--- src/rtl/pwm_compare_gen.sv ---
// pwm_compare_gen: registered PWM from an external free-running counter, with a
// handshaked shadow duty that only takes effect on period boundaries.
module pwm_compare_gen #(
   parameter int CNT_W = 4
) (
   input  logic             Clk,
   input  logic             Reset,
   input  logic [CNT_W-1:0] cnt_in,
   input  logic             run,
   input  logic [CNT_W:0]   duty_in,
   input  logic             duty_valid,
   output logic             duty_ready,
   output logic             pwm_out,
   output logic             period_done,
   output logic             busy
);
   localparam logic [CNT_W:0] FULL = (CNT_W+1)'(1) << CNT_W;
   typedef enum logic [1:0] {IDLE, ARMED, RUN, DRAIN} state_t;
   state_t r_state, w_next;
   logic [CNT_W:0] r_duty_act, r_duty_shd, w_clamp;
   logic r_pending, r_pwm, r_period_done;
   logic w_max, w_active, w_accept, w_boundary;
   assign w_max      = &cnt_in;
   assign w_boundary = (r_state == IDLE) | w_max;
   assign w_accept   = duty_valid & duty_ready;
   assign w_clamp    = duty_in > FULL ? FULL : duty_in;
   assign pwm_out     = r_pwm;
   assign period_done = r_period_done;
   always_ff @(posedge Clk)
      if (Reset) r_state <= IDLE;
      else       r_state <= w_next;
   // In DRAIN a re-raised run takes priority over finishing at MAX.
   always_comb begin
      w_next = r_state;
      case (r_state)
         IDLE:    w_next = run ? ARMED : IDLE;
         ARMED:   w_next = w_max ? (run ? RUN : IDLE) : ARMED;
         RUN:     w_next = run ? RUN : (w_max ? IDLE : DRAIN);
         DRAIN:   w_next = run ? RUN : (w_max ? IDLE : DRAIN);
         default: w_next = IDLE;
      endcase
   end
   always_comb begin
      w_active   = (r_state == RUN) | (r_state == DRAIN);
      busy       = r_state != IDLE;
      duty_ready = ~r_pending & ~Reset;
   end
   always_ff @(posedge Clk)
      if (Reset) begin
         r_duty_act    <= '0;
         r_duty_shd    <= '0;
         r_pending     <= 1'b0;
         r_pwm         <= 1'b0;
         r_period_done <= 1'b0;
      end else begin
         if (w_boundary & r_pending) begin
            r_duty_act <= r_duty_shd;
            r_pending  <= 1'b0;
         end
         if (w_accept) begin
            r_duty_shd <= w_clamp;
            r_pending  <= 1'b1;
         end
         r_pwm         <= w_active & ({1'b0, cnt_in} < r_duty_act);
         r_period_done <= w_active & w_max;
      end
endmodule

--- config.mk ---
export PLATFORM = sky130hd
export DESIGN_NAME = pwm_compare_gen
export DESIGN_NICKNAME = d
export VERILOG_FILES = /design/src/rtl/pwm_compare_gen.sv
export SDC_FILE = /design/constraint.sdc
export NUM_CORES = 1
export LEC_CHECK = 0
export ABC_CLOCK_PERIOD_IN_PS = 2720
export BUFFER_PORTS_ARGS = -buffer_cell sky130_fd_sc_hd__buf_2
export CAP_MARGIN = 40
export CORE_AREA = 2 2 41 43
export DETAILED_ROUTE_END_ITERATION = 16
export DIE_AREA = 0 0 43 45
export PLACE_DENSITY = 0.89
export RECOVER_POWER = 25
export REMOVE_ABC_BUFFERS = 1
export SYNTH_ARGS = -nofsm -noshare
export SYNTH_HDL_FRONTEND = slang
export SYNTH_SLANG_ARGS = --single-unit
--- constraint.sdc ---
create_clock -name Clk -period 2.72 [get_ports Clk]
set_clock_uncertainty 0.1 [all_clocks]
set_input_delay 0.544 -clock Clk [delete_from_list [all_inputs] [get_ports Clk]]
set_output_delay 0.544 -clock Clk [all_outputs]
set_load 0.02 [all_outputs]
==> key figures <==
Routing
  – Vias per cell: 5.69
  – Drt drc: 0
  – Vias after detailed routing: 717
  – WL/cell: 12.4 um
  – Pre-antenna DRT Iters: 6
  – Final WL: 1560 um
  – Routed Antenna Nets: 0
  – Iter 0 DRT Violations: 12

Worst setup path
  – Startpoint types: input pin
  – Worst setup EP type: output pin
  – Kind of critical path: input pin to output pin
  – Reg-to-reg slack, setup: 1.31 ns
  – CP Max Fanout: 32
  – Reg2Reg Launch Point: r_state[0]$_SDFF_PP0_
  – Worst Path Required: 2.08 ns
  – R2r endpoint: r_duty_act[2]$_SDFFE_PP0P_
  – FF-to-FF path depth: 4
  – Crit path DAT: 1.21 ns

Timing
  – RSZ-0062 raised after global routing: no
  – Setup TNS: 0 ns
  – Crit path time final: 1.85 ns
  – Slew @ Worst Pin: 0.516 ns
  – Worst hold slack: 0.360 ns
  – Final setup violation count: 0
  – Final worst setup slack: 0.868 ns
  – Slew headroom: 65.6%
  – Final Cycle Share: 68.1%
  – Max Clock Freq: 540 MHz
  – Final hold vios: 0
  – Fin. max-slew vios: 0

Clock tree
  – Post-CTS Hold Fix Bufs: 0
  – CTS sink count: 15
  – Clk slew on worst S/H paths: 0.09 ns
  – Clock latency on the worst-skew pair: 0.29 ns
  – Bufs on Longest Clock Path: 2
  – Clock buffer count from CTS: 3
  – CTS tree: done
  – H-tree depth: 1
  – Root Driver: clkbuf_4
  – CTS resizes: 0
  – Setup Buffers After CTS: 0

Run status
  – Status: finished clean

GRT
  – Initial antenna violation count: 0
  – GRT Util Overall: 18.5%
  – First-pass GRT wire length: 2670 um
  – Grt ovf: 0
  – Largest net degree at the start of global routing: 33
  – Number of global-route vias before repair: 656

Power
  – Max VDD drop: 220 uV
  – Leak: 0.340 nW
  – Pwr dens: 484 nW/um^2

Hold path
  – HP Class: flop to flop
  – Hold wc startpoint: r_duty_shd[1]$_SDFFE_PP0P_
  – Hold path endpoint: r_duty_shd[1]$_SDFFE_PP0P_
  – Min-Delay Path Depth: 2

Floorplanning
  – Die Y: 45 um
  – Die area: 1940 um^2
  – Core Region: 1470 um^2
  – Row cnt: 14
  – IO Pins: 17
  – Die X: 43 um
  – Initial Utilization: 52.2%

Finish
  – Most common cell after layout, fill and taps aside: nor3_1
  – Layout area overhead: 12.5%
  – Antenna cells: 0
  – Nets: 127
  – Finished Core Util: 58.8%
  – Commonest cells after routing, fill and taps aside: nor3_1, buf_2, dfxtp_1
  – Filler cells: 142
  – Ratio of cells with drive above 1 in the final layout: 20.0%

Job
  – MaxCap Viol Count: 0

Synthesis
  – Synth Flop Type: dfxtp_1
  – #FFs+latches synth: 15
  – Cell Area, Synth: 768 um^2
  – Synth area leaders: dfxtp_1, nor3_1, nand2_1
  – Mean Syn Cell Area: 8.09 um^2
  – Mapped Cells: 95
  – EDFF count, synth: 0
  – Post-synth cell types: 28
  – Post-synth ARST share: 0%
  – Sequential share of the synthesized area: 39.1%
  – Cell taking the most area after synthesis: dfxtp_1
  – Yosys top cell area share: 39.1%
  – Synth Warn #: 0

Place
  – Gpl congestion: 0.803
  – Dpl ws: 0.851 ns
  – # port buffers: 16
  – Hpwl dp: 1140 um
==> cell families (layout without fill, tap and decap cells) <==
logic type	Yosys count	after routing	share of synthesized area, %
adder cells (fa/ha/maj)	3	3	4.89
flip-flops	15	15	39.1
buffers and inverters	11	26	6.84
AND/OR/NAND/NOR	53	53	38.8
AO/OA/AOI/OAI	13	13	10.4
==> cell usage after synthesis (3+ instances only) <==
cell type,count
nand3b_1,4
nand2_1,12
dfxtp_1,15
inv_1,5
nor3_1,16
nor2_1,3
nor4_1,4
ha_1,3
or4_1,5
buf_2,3
a21oi_1,8
==> worst max-delay path: stages <==
cell and delay (ns):
buf_2 0.42, nor2_1 0.07, buf_2 0.17
==> state kept, by name, summed over array words and instances (netlist names) <==
register     count
r_pending        1
r_duty_shd       5
r_duty_act       5
period_done      1
r_state          2
pwm_out          1
==> routing by layer <==
| metal | global-route usage (%) | routed length (um) |
|---|---|---|
| met1 | 21.3 | 693 |
| met2 | 33.0 | 744 |
| met3 | 2.40 | 79 |
| met4 | 10.9 | 39 |
| met5 | 0 | 0 |
==> through the flow <==
step | instances | total power, W | cell area, um^2
6_report | 126 | 0.000419 | 865
5_1_grt | 126 | 0.000444 | 865
4_1_cts | 126 | 0.000423 | 866
3_5_place_dp | 122 | 0.000295 | 838
3_3_place_gp | 122 | 0.000291 | 838
2_1_floorplan | 90 | 0.000268 | 738
==> how the worst max path moves through the flow <==
stage          startpoint                         end  cells after the start  slack (ns)
6_report            Reset                  duty_ready                      3        0.87
5_1_grt             Reset                  duty_ready                      3        0.80
4_1_cts             Reset                  duty_ready                      3        0.87
3_5_place_dp    cnt_in[2]  r_duty_act[2]$_SDFFE_PP0P_                      4        0.85
3_3_place_gp    cnt_in[3]  r_duty_act[0]$_SDFFE_PP0P_                      4        0.89
2_1_floorplan   cnt_in[2]  r_duty_act[0]$_SDFFE_PP0P_                      3        1.08
==> power breakdown <==
group	switching [W]	internal, W	leakage [nW]
Combinational	0.0000337	0.0000209	0.201
Sequential	0.00000803	0.000227	0.122
Clock	0.0000743	0.0000547	0.0177
Total	0.000116	0.000302	0.340
==> area by class of cell <==
| type | count | area, um^2 | share of cell area [%] |
|---|---|---|---|
| multi-input combinational | 69 | 415 | 48.0 |
| inverter | 6 | 22.5 | 2.60 |
| clock buffer | 3 | 22.5 | 2.60 |
| clock inverter | 1 | 5.00 | 0.579 |
| tap | 16 | 20.0 | 2.32 |
| sequential | 15 | 300 | 34.7 |
| timing repair buffer | 16 | 78.8 | 9.12 |
No activity file was read; power rests on OpenSTA's default activity.
